### src/rtl/timer_bank_if.sv
// Configuration write bus for timer_bank: one channel's duration, irq enable
// and mode are written per cfg_enable strobe.
interface timer_bank_if #(
   parameter int CHANNELS = 4,
   parameter int WIDTH    = 16
);
   localparam int CH_W = (CHANNELS > 1) ? $clog2(CHANNELS) : 1;

   logic             cfg_enable;
   logic [CH_W-1:0]  cfg_chan;
   logic [WIDTH-1:0] cfg_time_ms;
   logic             cfg_irq_en;
   logic             cfg_periodic;

   modport master (
      output cfg_enable, cfg_chan, cfg_time_ms, cfg_irq_en, cfg_periodic
   );

   modport slave (
      input cfg_enable, cfg_chan, cfg_time_ms, cfg_irq_en, cfg_periodic
   );
endinterface

### src/rtl/timer_bank.sv
// timer_bank: CHANNELS independent millisecond down-counters sharing one
// free-running prescaler. Each channel has a sticky done flag and a sticky
// pending flag; pending bits are ORed into one interrupt line and the lowest
// pending index is reported on irq_chan.
// Optional feature macro: TIMER_BANK_PERIODIC_EN (auto-reload on expiry).
// Without it every channel is one-shot and cfg_periodic is ignored.
module timer_bank #(
   parameter int TICK_DIV = 27000,
   parameter int CHANNELS = 4,
   parameter int WIDTH    = 16,
   localparam int CH_W    = (CHANNELS > 1) ? $clog2(CHANNELS) : 1
) (
   input  logic                clk,
   input  logic                rst,
   timer_bank_if.slave         cfg,
   input  logic [CHANNELS-1:0] start,
   input  logic [CHANNELS-1:0] stop,
   input  logic [CHANNELS-1:0] clear_mask,
   output logic [CHANNELS-1:0] busy,
   output logic [CHANNELS-1:0] done,
   output logic [CHANNELS-1:0] pending,
   output logic                interrupt,
   output logic [CH_W-1:0]     irq_chan
);
   localparam int PW = $clog2(TICK_DIV);

   logic [PW-1:0]       presc_reg;
   logic                tick;
   logic [CHANNELS-1:0] busy_reg, done_reg, pending_reg;
   logic [CHANNELS-1:0] busy_next, done_next, pending_next, set_vec;
   logic                interrupt_reg;
   logic [CH_W-1:0]     irq_chan_reg, irq_chan_next;

`ifndef TIMER_BANK_PERIODIC_EN
   logic unused_periodic;
   assign unused_periodic = cfg.cfg_periodic;
`endif

   // Tick is the cycle whose edge wraps the prescaler back to 0.
   assign tick = (presc_reg == PW'(TICK_DIV - 1));

   // Free-running prescaler; start pulses never touch it.
   always_ff @(posedge clk) begin
      if (rst || tick) presc_reg <= '0;
      else             presc_reg <= presc_reg + 1'b1;
   end

   genvar gi;
   generate
      for (gi = 0; gi < CHANNELS; gi++) begin : g_ch
         logic [WIDTH-1:0] time_reg, count_reg, count_next, time_eff;
         logic             irq_en_reg, irq_eff, wr, reload;
         logic             ch_busy, ch_done, ch_set;

         // Writes aimed at an index outside the bank never match any channel.
         assign wr       = cfg.cfg_enable && (cfg.cfg_chan == CH_W'(gi));
         // A start in the same cycle as a cfg write uses the new values.
         assign time_eff = wr ? cfg.cfg_time_ms : time_reg;
         assign irq_eff  = wr ? cfg.cfg_irq_en  : irq_en_reg;

`ifdef TIMER_BANK_PERIODIC_EN
         logic periodic_reg;
         // Mode register, consulted only at expiry.
         always_ff @(posedge clk) begin
            if (rst)     periodic_reg <= 1'b0;
            else if (wr) periodic_reg <= cfg.cfg_periodic;
         end
         assign reload = periodic_reg;
`else
         assign reload = 1'b0;
`endif

         // Channel configuration registers; a write never disturbs count_reg.
         always_ff @(posedge clk) begin
            if (rst) begin
               time_reg   <= '0;
               irq_en_reg <= 1'b0;
            end else if (wr) begin
               time_reg   <= cfg.cfg_time_ms;
               irq_en_reg <= cfg.cfg_irq_en;
            end
         end

         // Event priority: start, then stop, then tick/expiry.
         always_comb begin
            count_next = count_reg;
            ch_busy    = busy_reg[gi];
            ch_done    = done_reg[gi];
            ch_set     = 1'b0;
            if (start[gi]) begin
               if (time_eff == '0) begin
                  count_next = '0;
                  ch_busy    = 1'b0;
                  ch_done    = 1'b1;
                  ch_set     = irq_eff;
               end else begin
                  count_next = time_eff;
                  ch_busy    = 1'b1;
                  ch_done    = 1'b0;
               end
            end else if (stop[gi]) begin
               ch_busy = 1'b0;
               ch_done = 1'b0;
            end else if (tick && busy_reg[gi]) begin
               if (count_reg <= WIDTH'(1)) begin
                  ch_done = 1'b1;
                  ch_set  = irq_en_reg;
                  if (reload) count_next = time_reg;
                  else        ch_busy    = 1'b0;
               end else begin
                  count_next = count_reg - WIDTH'(1);
               end
            end
         end

         // Remaining-ms counter.
         always_ff @(posedge clk) begin
            if (rst) count_reg <= '0;
            else     count_reg <= count_next;
         end

         assign busy_next[gi] = ch_busy;
         assign done_next[gi] = ch_done;
         assign set_vec[gi]   = ch_set;
      end
   endgenerate

   // Sticky pending (set beats clear) and lowest-index priority encode.
   always_comb begin
      pending_next  = (pending_reg & ~clear_mask) | set_vec;
      irq_chan_next = '0;
      for (int i = CHANNELS - 1; i >= 0; i--) begin
         if (pending_next[i]) irq_chan_next = CH_W'(i);
      end
   end

   // Status registers; interrupt/irq_chan are built from pending_next so they
   // change in the same cycle as pending.
   always_ff @(posedge clk) begin
      if (rst) begin
         busy_reg      <= '0;
         done_reg      <= '0;
         pending_reg   <= '0;
         interrupt_reg <= 1'b0;
         irq_chan_reg  <= '0;
      end else begin
         busy_reg      <= busy_next;
         done_reg      <= done_next;
         pending_reg   <= pending_next;
         interrupt_reg <= |pending_next;
         irq_chan_reg  <= irq_chan_next;
      end
   end

   assign busy      = busy_reg;
   assign done      = done_reg;
   assign pending   = pending_reg;
   assign interrupt = interrupt_reg;
   assign irq_chan  = irq_chan_reg;
endmodule

### src/flat_wrapper.sv
// flat-port wrapper written by rule: the top's interface ports become plain ports
module timer_bank_flat 
#(
   parameter int TICK_DIV = 27000,
   parameter int CHANNELS = 4,
   parameter int WIDTH    = 16,
   localparam int CH_W    = (CHANNELS > 1) ? $clog2(CHANNELS) : 1
)
  (clk, rst, start, stop, clear_mask, busy, done, pending, interrupt, irq_chan, cfg_cfg_enable, cfg_cfg_chan, cfg_cfg_time_ms, cfg_cfg_irq_en, cfg_cfg_periodic);
  timer_bank_if #(.CHANNELS(CHANNELS), .WIDTH(WIDTH)) cfg_i ();
  input  logic clk;
  input  logic rst;
  input  logic [CHANNELS-1:0] start;
  input  logic [CHANNELS-1:0] stop;
  input  logic [CHANNELS-1:0] clear_mask;
  output logic [CHANNELS-1:0] busy;
  output logic [CHANNELS-1:0] done;
  output logic [CHANNELS-1:0] pending;
  output logic interrupt;
  output logic [CH_W-1:0] irq_chan;
  input wire logic [$bits(cfg_i.cfg_enable)-1:0] cfg_cfg_enable;
  input wire logic [$bits(cfg_i.cfg_chan)-1:0] cfg_cfg_chan;
  input wire logic [$bits(cfg_i.cfg_time_ms)-1:0] cfg_cfg_time_ms;
  input wire logic [$bits(cfg_i.cfg_irq_en)-1:0] cfg_cfg_irq_en;
  input wire logic [$bits(cfg_i.cfg_periodic)-1:0] cfg_cfg_periodic;
  assign cfg_i.cfg_enable = cfg_cfg_enable;
  assign cfg_i.cfg_chan = cfg_cfg_chan;
  assign cfg_i.cfg_time_ms = cfg_cfg_time_ms;
  assign cfg_i.cfg_irq_en = cfg_cfg_irq_en;
  assign cfg_i.cfg_periodic = cfg_cfg_periodic;
  timer_bank #(.TICK_DIV(TICK_DIV), .CHANNELS(CHANNELS), .WIDTH(WIDTH)) u_core (.clk(clk), .rst(rst), .cfg(cfg_i), .start(start), .stop(stop), .clear_mask(clear_mask), .busy(busy), .done(done), .pending(pending), .interrupt(interrupt), .irq_chan(irq_chan));
endmodule
### config.mk
export PLATFORM = sky130hd
export DESIGN_NAME = timer_bank_flat
export DESIGN_NICKNAME = d
export VERILOG_FILES = /design/src/rtl/timer_bank_if.sv /design/src/rtl/timer_bank.sv /design/src/flat_wrapper.sv
export SDC_FILE = /design/constraint.sdc
export NUM_CORES = 1
export LEC_CHECK = 0
export BUFFER_PORTS_ARGS = -buffer_cell sky130_fd_sc_hd__buf_2
export CORE_UTILIZATION = 40
export CTS_BUF_LIST = sky130_fd_sc_hd__clkbuf_4 sky130_fd_sc_hd__clkbuf_8
export CTS_CLUSTER_DIAMETER = 150
export DETAILED_ROUTE_END_ITERATION = 8
export PLACE_DENSITY = 0.64
export SKIP_LAST_GASP = 1
export SYNTH_ARGS = -nofsm -noshare
export SYNTH_HDL_FRONTEND = slang
export SYNTH_SLANG_ARGS = --single-unit
### constraint.sdc
create_clock -name clk -period 4.1 [get_ports clk]
set_input_delay 0.205 -clock clk [delete_from_list [all_inputs] [get_ports clk]]
set_output_delay 0.205 -clock clk [all_outputs]
set_load 0.01 [all_outputs]
==> results.txt, run 1 <==
- In this run the worst path has a maximum fanout of 8.
- Vias in the first global route: 6115
- Clock latency on the worst-skew pair, taken at its later pin, is 470 ps.
- Maximum level of the CTS H-tree: 4
- Counting flops with an async set or reset pin after synthesis yields a share of 0.
- In this run, synthesis inferred 0 flip-flops with an integrated enable.
- The first global-routing pass estimated 31.46 mm of wire.
- Setup repair after global routing left no endpoint under its margin.
* Gr usage total: 0.2074
- The detail route stage leaves a number of antenna-violating nets equal to 0.
- Drt initial violations: 507
- Count of unresolved DRC violations after routing: 0
- For this run, the share of the core covered by cells in the final layout is 0.4604.
- Areal power density over the cells: 403.5 nW/um2
* Input/output buffers: 48
- Once detailed placement completed, the half-perimeter wirelength came to 13.42 mm.
- The clock passes through at most 2 buffers.
* Top cells by instance count after synthesis: 162 x dfxtp_1, 139 x nor2_1, 84 x nand2_1
- Initial Utilization: 0.4139
* Maximum resistive drop on vdd: 0.0002250 V
- The net count of the finished layout is 942.
- The run finished with clean final reports.
- Kind of launch point of the worst setup path: flop
- Post-route clock period utilization: 0.6889
- Dominant synthesized flop cell: dfxtp_1
- Clock tree synthesis found a total of 162 sinks.
- Hold is met by 45.17 ps.
- Nets in the synthesized netlist: 911
- Total inserted antenna cells: 0
- Synth top area share: 0.4289
- Worst Path Arrival: 3200 ps
- The number of different library cells used by synthesis comes to 61.
- The share of the Yosys chip area taken by registers is 0.4289.
- The synthesized netlist occupies a cell area of 7562 um2.
* Antenna violations before repair: 0
- Setup_tns: 0 ps
- The cell count after synthesis came out at 867.
- The analysis attributes to cell leakage a power of 3.565 nW.
- The average instance in the mapped netlist occupies 8.722 um2.
- Transition time of the tightest slew-check pin: 963.9 ps
- Setup crit end kind: flop
- From synthesis to final layout, the design area changed by 11.23%.
* Number of buffers inserted by post-CTS setup repair: 0
- Chip width: 139.5 um
- Number of synthesis warnings: 0
- After layout, the worst setup slack is 1276 ps.
* Final weighted congestion of routability-driven global placement: 0.7989
* Cell types with the largest area share after synthesis: dfxtp_1 43%, mux2i_1 9.8%, nor2_1 6.9%
- Number of failing setup endpoints in the final timing report: 0
* Final Total Pwr: 3.394 mW
- The root buffer cell chosen for the clock tree is clkbuf_8.
* Shortest clock period the worst path allows after layout: 2824 ps
- Drt first pass iters: 6
- GRT overflow: 0
- Yosys instantiated no cell more often than dfxtp_1.
- The worst hold path belongs to the class input pin to flop.
- After detailed routing, the average wire length per cell comes to 16.93 um.
- In this run the count of I/O pins placed on the die edge is 50.
* Clock tree from TritonCTS: done
- Across the run, the number of max-cap violations was 0.
* CORE AREA: 18270 um2
* Biggest area consumer among synthesized cells: dfxtp_1
- Number of pins with negative max-slew slack in the final report: 0
- Of the cells placed in the final design, the portion with a size suffix greater than 1 is 0.1143.
- After detailed routing, the number of vias per cell comes to 5.536.
- Flop and latch count out of synthesis: 162
* Data required time at the worst endpoint: 4480 ps
* Fmax: 354.0 MHz
- Number of CTS-inserted buffers: 17
* Post-placement worst setup slack: 1342 ps
* Headroom to the max-slew limit: 0.3408
* Vias: 6306
* Routed WL: 19.29 mm
* Type of the worst setup path: flop to flop
* CTS clock-pin slew for the worst setup and hold paths: 90 ps
- The initialized floorplan defines 49 standard-cell rows.
- Entering global routing, the biggest net connects 73 pins.
- Die span in y: 139.5 um
- The die covers 19460 um2.
- The final number of hold-violating endpoints was 0.
* Post-Route Skew: 13.97 ps
[worst paths after layout]
kind                                               endpoint  depth (start not counted)           startpoint  slack, ps
worst max-delay path            u_core.g_ch[1].count_reg[0]                          7  u_core.presc_reg[0]       1280
worst min-delay path                         u_core.done[3]                          3              stop[3]         50
worst max register to register  u_core.g_ch[1].count_reg[0]                          7  u_core.presc_reg[0]       1280
worst min register to register          u_core.presc_reg[0]                          1  u_core.presc_reg[0]        470
[cell type report]
class,count,area (um2)
timing repair buffer,55,297.8
fill,1819,9858
sequential,162,3243
inverter,20,75.07
clock inverter,12,171.4
clock buffer,19,261.5
tap,229,286.5
multi-input combinational,642,4076
[metrics by stage]
stage               area [um2]  std cells
floorplan                 7562        867
global placement          7969       1107
detailed placement        7969       1107
CTS                       8412       1139
global route              8412       1139
finish                    8412       1139
[power by group]
part           internal [mW]  total, mW  leakage [nW]  switching (mW)
combinational          0.157      0.425          2.03           0.268
clock                  0.647       1.28         0.213           0.632
sequential              1.64       1.69          1.32          0.0509
[per-layer routing]
metal	up-vias	global-route usage	wire length, um
li1	3115	-	-
met1	3008	0.2859	9173
met4	0	0.06257	256
met5	-	0	0
met3	23	0.03854	1077
met2	160	0.3285	8779
[repair_timing]
item / in CTS / in global routing
gates resized for setup: 0 / 0
hold buffers: 1 / 0
endpoints found under the hold margin: 1 / 0
[cells in the final DEF (no fill, tap or decap), types with 6 or more instances in the layout]
| master | netlist | layout |
|---|---|---|
| buf_2 | 3 | 47 |
| nand2_1 | 84 | 84 |
| o211a_1 | 6 | 6 |
| o21ai_0 | 8 | 8 |
| buf_4 | 0 | 7 |
| nand3b_1 | 6 | 6 |
| mux2i_1 | 74 | 74 |
| or4_1 | 10 | 10 |
| nand3_1 | 21 | 21 |
| a211oi_1 | 13 | 13 |
| dfxtp_1 | 162 | 162 |
| o22ai_1 | 7 | 7 |
| xor2_1 | 23 | 23 |
| or3_1 | 10 | 10 |
| nor4_1 | 30 | 30 |
| nand4_1 | 11 | 11 |
| a21oi_1 | 40 | 40 |
| xnor2_1 | 40 | 40 |
| nand2b_1 | 6 | 6 |
| ha_1 | 9 | 9 |
| clkbuf_8 | 0 | 19 |
| nor2_1 | 139 | 139 |
| nor3_1 | 29 | 29 |
| a31oi_1 | 8 | 8 |
| and3_1 | 7 | 7 |
| inv_1 | 18 | 18 |
[cell families after synthesis]
kind of cell	Yosys count	share of synthesized area
muxes	75	0.09944
and+or+nand+nor	380	0.2426
AOI/OAI and AO/OA	115	0.1085
adders and majority gates	9	0.01489
DFF	162	0.4289
buffers and inverters	63	0.03276
xor gates and xnor gates	63	0.07297
[worst max-delay path, stage by stage (launching register included)]
cell and delay, ps:
dfxtp_1 380, ha_1 220, and4b_1 220, nand4_1 490
a2111oi_0 960, xnor2_1 200, nor2_1 60, a211oi_1 200
Power figures use the tool's default switching activity.
==> run 2, diff against run 1 <==
--- a/config.mk
+++ b/config.mk
@@ -10,7 +10,7 @@
 export CTS_BUF_LIST = sky130_fd_sc_hd__clkbuf_4 sky130_fd_sc_hd__clkbuf_8
 export CTS_CLUSTER_DIAMETER = 150
 export DETAILED_ROUTE_END_ITERATION = 8
-export PLACE_DENSITY = 0.64
+export PLACE_DENSITY = 0.66
 export SKIP_LAST_GASP = 1
 export SYNTH_ARGS = -nofsm -noshare
 export SYNTH_HDL_FRONTEND = slang
==> constraint.sdc (replaced) <==
create_clock -name clk -period 2.4 [get_ports clk]
set_input_delay 0.12 -clock clk [delete_from_list [all_inputs] [get_ports clk]]
set_output_delay 0.12 -clock clk [all_outputs]
set_load 0.01 [all_outputs]
==> run 2 against run 1 <==
  * Non-clock buffer count rose by 36
  * Combinational power rose by 88%
  * Sequential power rose by 70%
  * Critical path depth fell by 1
  * Global-route usage rose by 0.14 points
  * Highest routed layer unchanged
  * Worst setup slack got worse by 1200 ps
  * Via count rose by 1.8%
==> results.txt, run 2 (same netlist as run 1, synthesis figures left out) <==
- Post-Route Skew: 13.55 ps (-0.4139 ps)
- Drt first pass iters: 6 (unchanged)
- The post-route clock period utilization is 0.9611 (+0.2722).
* Max cap viols: 0 (unchanged)
- The number of H-tree levels came to 4 (unchanged).
- Die span in y: 139.5 um (unchanged)
- Number of CTS-inserted buffers: 17 (unchanged)
* Slowest cell on crit path: or4_1
- The count of standard-cell rows was 49 (unchanged).
- The global routing met1 resource utilization was 0.2888 (+0.002918).
- Setup_tns: 0 ps (unchanged)
- The global-route wire length before repair is 31.85 mm (+1.2%).
* Final weighted congestion of routability-driven global placement: 0.8447 (+5.7%)
- DRT antenna net count: 0 (unchanged)
- The power per unit of standard cell area came to 662.3 nW/um2 (+64%).
- The detailed-route wire length per cell was 16.76 um (-1.0%).
- Post-synthesis to final-layout area growth: 15.49%
- Worst Path Arrival: 2670 ps (-530 ps)
- Routed WL: 19.71 mm (+2.2%)
* GRT overflow: 0 (unchanged)
* Total inserted antenna cells: 0 (unchanged)
* Largest fanout on the critical path: 6 (-2)
* Maximum clock path buffer count: 2 (unchanged)
- The final number of hold-violating endpoints was 0 (unchanged).
* Reg-to-reg setup timing slack: 90 ps (-1180 ps)
* Fraction of layout instances using a drive strength above 1: 0.1552 (+0.04094)
- Vias: 6418 (+1.8%)
- Setup crit end kind: flop
- Setup repair after global routing could not meet its margin everywhere.
* Antenna violations before repair: 0 (unchanged)
- Pin count of the biggest net entering global routing: 74 (+1.4%)
- Type of the most critical hold path: input pin to flop
* Via density per instance: 5.457 (-1.4%)
- Total die area: 19460 um2 (unchanged)
* Initial Utilization: 0.4139 (unchanged)
* Count of unresolved DRC violations after routing: 0 (unchanged)
* Result of the run: complete, no violations
- Fmax: 433.5 MHz (+22%)
* Kind of launch point of the worst setup path: flop
- Clock insertion delay at the later pin of the skew report: 460 ps (about the same)
* Input/output buffers: 48 (unchanged)
* DP HPWL: 13.73 mm (+2.3%)
- Root Buffer Master: clkbuf_8
- The clock transition at the registers of the reported paths was 100 ps (about the same).
* Number of failing setup endpoints in the final timing report: 0 (unchanged)
- The signal on the critical path passes through or4_1, or3_4, o2111ai_2, nor3_1, xor2_1, a22o_1.
- Transition time of the tightest slew-check pin: 528.6 ps (-435.3 ps)
- The width of the die was 139.5 um (unchanged).
- Gr usage total: 0.2088 (+0.001417)
- The worst setup path is of the flop to flop kind.
* Shortest clock period the worst path allows after layout: 2307 ps (-517.7 ps)
* Most frequent standard cell in the layout excluding fill and tap cells: dfxtp_1
- The met3 capacity usage during global routing is 0.04095 (+0.002409).
- The relative slew slack came to 0.6463 (+0.3055).
* Total leakage power: 3.735 nW (+4.7%)
- Clock sink total: 162 (unchanged)
* Vias in the first global route: 6174 (+0.96%)
- Top library cells by usage in the layout, fill and taps aside: 162 x dfxtp_1, 139 x nor2_1, 84 x nand2_1, 74 x mux2i_1, 47 x buf_2
* Clock tree from TritonCTS: done
- GR Layer Usage met2: 0.3327 (+0.004232)
* CP max stage delay: 560 ps (-400 ps)
* Drt initial violations: 467 (-7.9%)
- The max-slew violation count is 0 (unchanged).
- Ports: 50 (unchanged)
* Final nets: 978 (+3.8%)
- The maximum resistive drop on vdd was 0.0003838 V (+71%).
- The final standard cell utilization of the core is 0.4780 (+0.01760).
- In this run the most used layer during global routing was met2.
- Final hold slack: 38.96 ps (-6.204 ps)
- The data required time at the worst endpoint is 2760 ps (-1720 ps).
- The setup slack at placement came to 55.50 ps (-1287 ps).
- The post-layout worst setup margin is 93.25 ps (-1182 ps).
- The area of the placeable core was 18270 um2 (unchanged).
[run 2: cell count changes in the layout (fill, tap and decap cells not counted), sizes merged]
cell / delta
buf: +33
bufinv: -1
clkbuf: -1
clkinv: -1
clkinvlp: +1
dlygate4sd3: +3
inv: +3
[run 2: worst max-delay path, delay by kind of cell, from the launching register on]
family | cells | cell delay (ps)
simple gates | 3 | 1090
compound gates | 2 | 610
xor+xnor | 1 | 160
flops | 1 | 350
[run 2: through the flow]
step | cell area (um2) | instances | power (mW)
2_1_floorplan | 7562 | 867 | 3.446
3_3_place_gp | 8234 | 1139 | 3.712
3_5_place_dp | 8234 | 1139 | 3.721
4_1_cts | 8687 | 1175 | 5.803
5_1_grt | 8733 | 1176 | 6.039
6_report | 8733 | 1176 | 5.784
[run 2: path summary, 6_finish.rpt]
check,depth (start not counted),to,from
max reg2reg,6,u_core.g_ch[0].count_reg[7],u_core.g_ch[0].count_reg[3]
min,3,u_core.done[3],start[3]
min reg2reg,2,u_core.g_ch[3].count_reg[14],u_core.g_ch[3].count_reg[14]
max,6,u_core.g_ch[0].count_reg[7],u_core.g_ch[0].count_reg[3]
[run 2: timing repair]
action | 4_1_cts | 5_1_grt
hold buffers | 4 | 0
setup buffers | 0 | 1
setup endpoints to repair | 0 | 25
gates resized for setup | 0 | 11
hold endpoints to repair | 5 | 0
[run 2: cell type report]
type	instances	area [um2]
Clock buffer	18	247.7
Clock inverter	14	165.2
Fill cell	1802	9537
Inverter	20	75.07
Multi-Input combinational cell	642	4115
Sequential cell	162	3243
Tap cell	229	286.5
Timing Repair Buffer	91	600.6
[run 2: metal layers]
layer	routed length (um)	part of all wire	vias to the layer above
met3	992	0.050	19
li1	-	-	3194
met5	0	0	-
met2	8985	0.46	139
met1	9491	0.48	3066
met4	239	0.012	0
[run 2: power breakdown]
part | internal, mW | total (mW) | switching (mW)
Sequential | 2.80 | 2.88 | 0.0842
Combinational | 0.322 | 0.801 | 0.478
Clock | 0.987 | 2.10 | 1.11
Total | 4.11 | 5.78 | 1.68
==> run 3, diff against run 2 <==
--- a/config.mk
+++ b/config.mk
@@ -6,11 +6,12 @@
 export NUM_CORES = 1
 export LEC_CHECK = 0
 export BUFFER_PORTS_ARGS = -buffer_cell sky130_fd_sc_hd__buf_2
+export CORE_ASPECT_RATIO = 0.5
 export CORE_UTILIZATION = 40
 export CTS_BUF_LIST = sky130_fd_sc_hd__clkbuf_4 sky130_fd_sc_hd__clkbuf_8
 export CTS_CLUSTER_DIAMETER = 150
 export DETAILED_ROUTE_END_ITERATION = 8
-export PLACE_DENSITY = 0.66
+export PLACE_DENSITY = 0.58
 export SKIP_LAST_GASP = 1
 export SYNTH_ARGS = -nofsm -noshare
 export SYNTH_HDL_FRONTEND = slang
==> run 3 against run 2 <==
  * Via count is 0.89% lower
  * Count of clock-buffer cells in the layout shrank 1
  * Core utilization is 0.36 points lower
  * Hold slack improved by 2.3 ps
  * Wire length increased by 2.0%
  * Cell count grew 2.6%
  * Die area up 0.17%
  * Sequential power is essentially flat
  * Critical endpoint is now u_core.g_ch[2].count_reg[7]
==> results.txt, run 3 (same netlist as run 1, synthesis figures left out) <==
- Ports: 50 (unchanged)
* Type of the worst setup path: flop to flop
- The data required time at the worst endpoint was 2760 ps (about the same).
* Drt initial violations: 382 (-18%)
* Result of the run: complete, no violations
* Maximum clock path buffer count: 2 (unchanged)
* DP HPWL: 14.36 mm (+4.6%)
- The final number of hold-violating endpoints came to 0 (unchanged).
- The number of buffers inserted during clock tree synthesis is 17 (unchanged).
- Pin count of the biggest net entering global routing: 63 (-15%)
- Chip width: 196.5 um (+41%)
- Max cap viols: 0 (unchanged)
* Number of failing setup endpoints in the final timing report: 0 (unchanged)
- Wire per inst: 16.66 um (-0.57%)
- Worst Path Arrival: 2660 ps (about the same)
* Top library cells by usage in the layout, fill and taps aside: 162 x dfxtp_1, 139 x nor2_1, 84 x nand2_1, 74 x mux2i_1, 47 x buf_2
* Count of cells along the worst hold path: 3 (unchanged)
- Clock insertion delay at the later pin of the skew report: 460 ps (about the same)
* Fmax: 433.6 MHz (about the same)
* Transition time of the tightest slew-check pin: 688.4 ps (+159.9 ps)
- Gr usage total: 0.2133 (+0.004466)
* Kind of launch point of the worst setup path: flop
* Via density per instance: 5.274 (-3.4%)
- Antenna violations before repair: 0 (unchanged)
- The worst hold path belongs to the class input pin to flop.
* Number of buffers inserted by post-CTS setup repair: 0 (unchanged)
* # rows: 35 (-29%)
- The post-route clock period utilization was 0.9610 (about the same).
* Maximum resistive drop on vdd: 0.0003288 V (-14%)
* Final Total Pwr: 5.704 mW (-1.4%)
- Post-synthesis to final-layout area growth: 15.67%
- The final standard cell utilization of the core came to 0.4744 (-0.003568).
* Clock sink total: 162 (unchanged)
- The final net count came to 978 (unchanged).
- The power per unit of standard cell area came to 652.1 nW/um2 (-1.5%).
* Initial Utilization: 0.4102 (-0.003736)
- The number of port buffers is 48 (unchanged).
- Count of placed standard cells in the final layout, fillers left out: 1206 (+2.6%)
- The final design instance area without fill came to 8747 um2 (+0.16%).
- The relative slew slack was 0.5410 (-0.1053).
* Destination of the worst register-to-register timing path: u_core.g_ch[2].count_reg[7]
- The count of antenna diodes in the layout is 0 (unchanged).
- The startpoint identified for the worst hold timing path is cfg_cfg_time_ms[3].
- The library cell used most frequently in the layout, excluding fill and tap cells, is dfxtp_1.
- The overall die area came to 19490 um2 (+0.17%).
- Path depth of the worst reg2reg path: 6 (unchanged)
- Clock tree from TritonCTS: done
* Largest fanout on the critical path: 9 (+3)
- The area of the placeable core came to 18440 um2 (+0.91%).
- Reg-to-reg setup timing slack: 90 ps (about the same)
- The number of global-route vias before repair was 6031 (-2.3%).
- The final RePlAce weighted congestion came to 0.8491 (+0.52%).
* Post-Route Skew: 15.14 ps (+1.589 ps)
- The worst hold path terminates at u_core.g_ch[2].time_reg[3].
* Area after detailed placement: 8259 um2 (+0.30%)
- The number of H-tree levels was 4 (unchanged).
* Root Buffer Master: clkbuf_8
- The clock transition at the registers of the reported paths is 100 ps (about the same).
- The startpoint identified for the worst register-to-register timing path is u_core.g_ch[2].count_reg[3].
- Routed WL: 20.10 mm (+2.0%)
- Dpl cells: 1169 (+2.6%)
- Die span in y: 99.23 um (-29%)
- Drt first pass iters: 5 (-1)
* Fraction of layout instances using a drive strength above 1: 0.1552 (unchanged)
* Total leakage power: 3.720 nW (-0.39%)
- The remaining global-route overflow was 0 (unchanged).
- Count of unresolved DRC violations after routing: 0 (unchanged)
- Global-route wire length before repair: 32.17 mm (+1.0%)
* Shortest clock period the worst path allows after layout: 2306 ps (-0.4576 ps)
- Setup repair after global routing could not meet its margin everywhere.
- The max-slew violation count is 0 (unchanged).
- STA classifies the critical path endpoint as a flop.
- The post-route antenna net violation count came to 0 (unchanged).
- The via count came to 6361 (-0.89%).
## run 3: cell types whose count changed in the layout (fill, tap and decap cells not counted), sizes merged
cell | before | now
inv | 26 | 25
bufinv | 2 | 1
clkinv | 3 | 6
buf | 87 | 86
clkbuf | 18 | 17
dlygate4sd3 | 4 | 5
## run 3: worst max-delay path by stage
| stage | from | endpoint |
|---|---|---|
| after floorplan | u_core.g_ch[0].count_reg[2] | u_core.g_ch[0].count_reg[7] |
| after global placement | u_core.g_ch[1].count_reg[12] | u_core.g_ch[1].count_reg[11] |
| after detailed placement | u_core.g_ch[1].count_reg[12] | u_core.g_ch[1].count_reg[11] |
| after CTS | u_core.g_ch[1].count_reg[12] | u_core.g_ch[1].count_reg[11] |
| after global routing | u_core.g_ch[2].count_reg[3] | u_core.done[2] |
| final | u_core.g_ch[2].count_reg[3] | u_core.g_ch[2].count_reg[7] |
## run 3: repair_timing
action / in CTS / in global routing
endpoints found under the setup margin: 0 / 26
resized for setup: 0 / 12
hold buffers: 5 / 0
endpoints found under the hold margin: 11 / 0
## run 3: worst max-delay path: stages (launching register included)
cell,delay [ps]
dfxtp_1,350
or4_4,530
or4_4,530
o211a_2,360
nand3_1,150
xnor2_1,80
o211a_1,200
## run 3: cell type report
| cell class | instances | area, um2 |
|---|---|---|
| Clock buffer | 17 | 234.0 |
| Clock inverter | 15 | 148.9 |
| Fill cell | 1834 | 9689 |
| Inverter | 20 | 75.07 |
| Multi-Input combinational cell | 642 | 4128 |
| Sequential cell | 162 | 3243 |
| Tap cell | 259 | 324.1 |
| Timing Repair Buffer | 91 | 594.3 |
## run 3: per-layer routing
metal / track usage / vias to the layer above / wire length [um]
met5: 0 / - / 0
met4: 0.06010 / 0 / 200
met3: 0.04612 / 17 / 902
met2: 0.3306 / 105 / 8882
met1: 0.2985 / 3046 / 10110
li1: - / 3193 / -
## run 3: where the power goes
group          switching [mW]  leakage (nW)  internal, mW
registers              0.0839          1.32          2.80
logic                   0.484          2.21         0.319
clock network            1.17         0.189         0.852
## run 3: through the flow
stage / hold slack (ps) / setup slack (ps) / TNS (ps)
6_report: 41.25 / 93.71 / 0
5_1_grt: 26.36 / -26.83 / -44.85
4_1_cts: 18.87 / 13.34 / 0
3_5_place_dp: 400.6 / 38.59 / 0
3_3_place_gp: 394.6 / 26.58 / 0
2_1_floorplan: 275.6 / 76.67 / 0
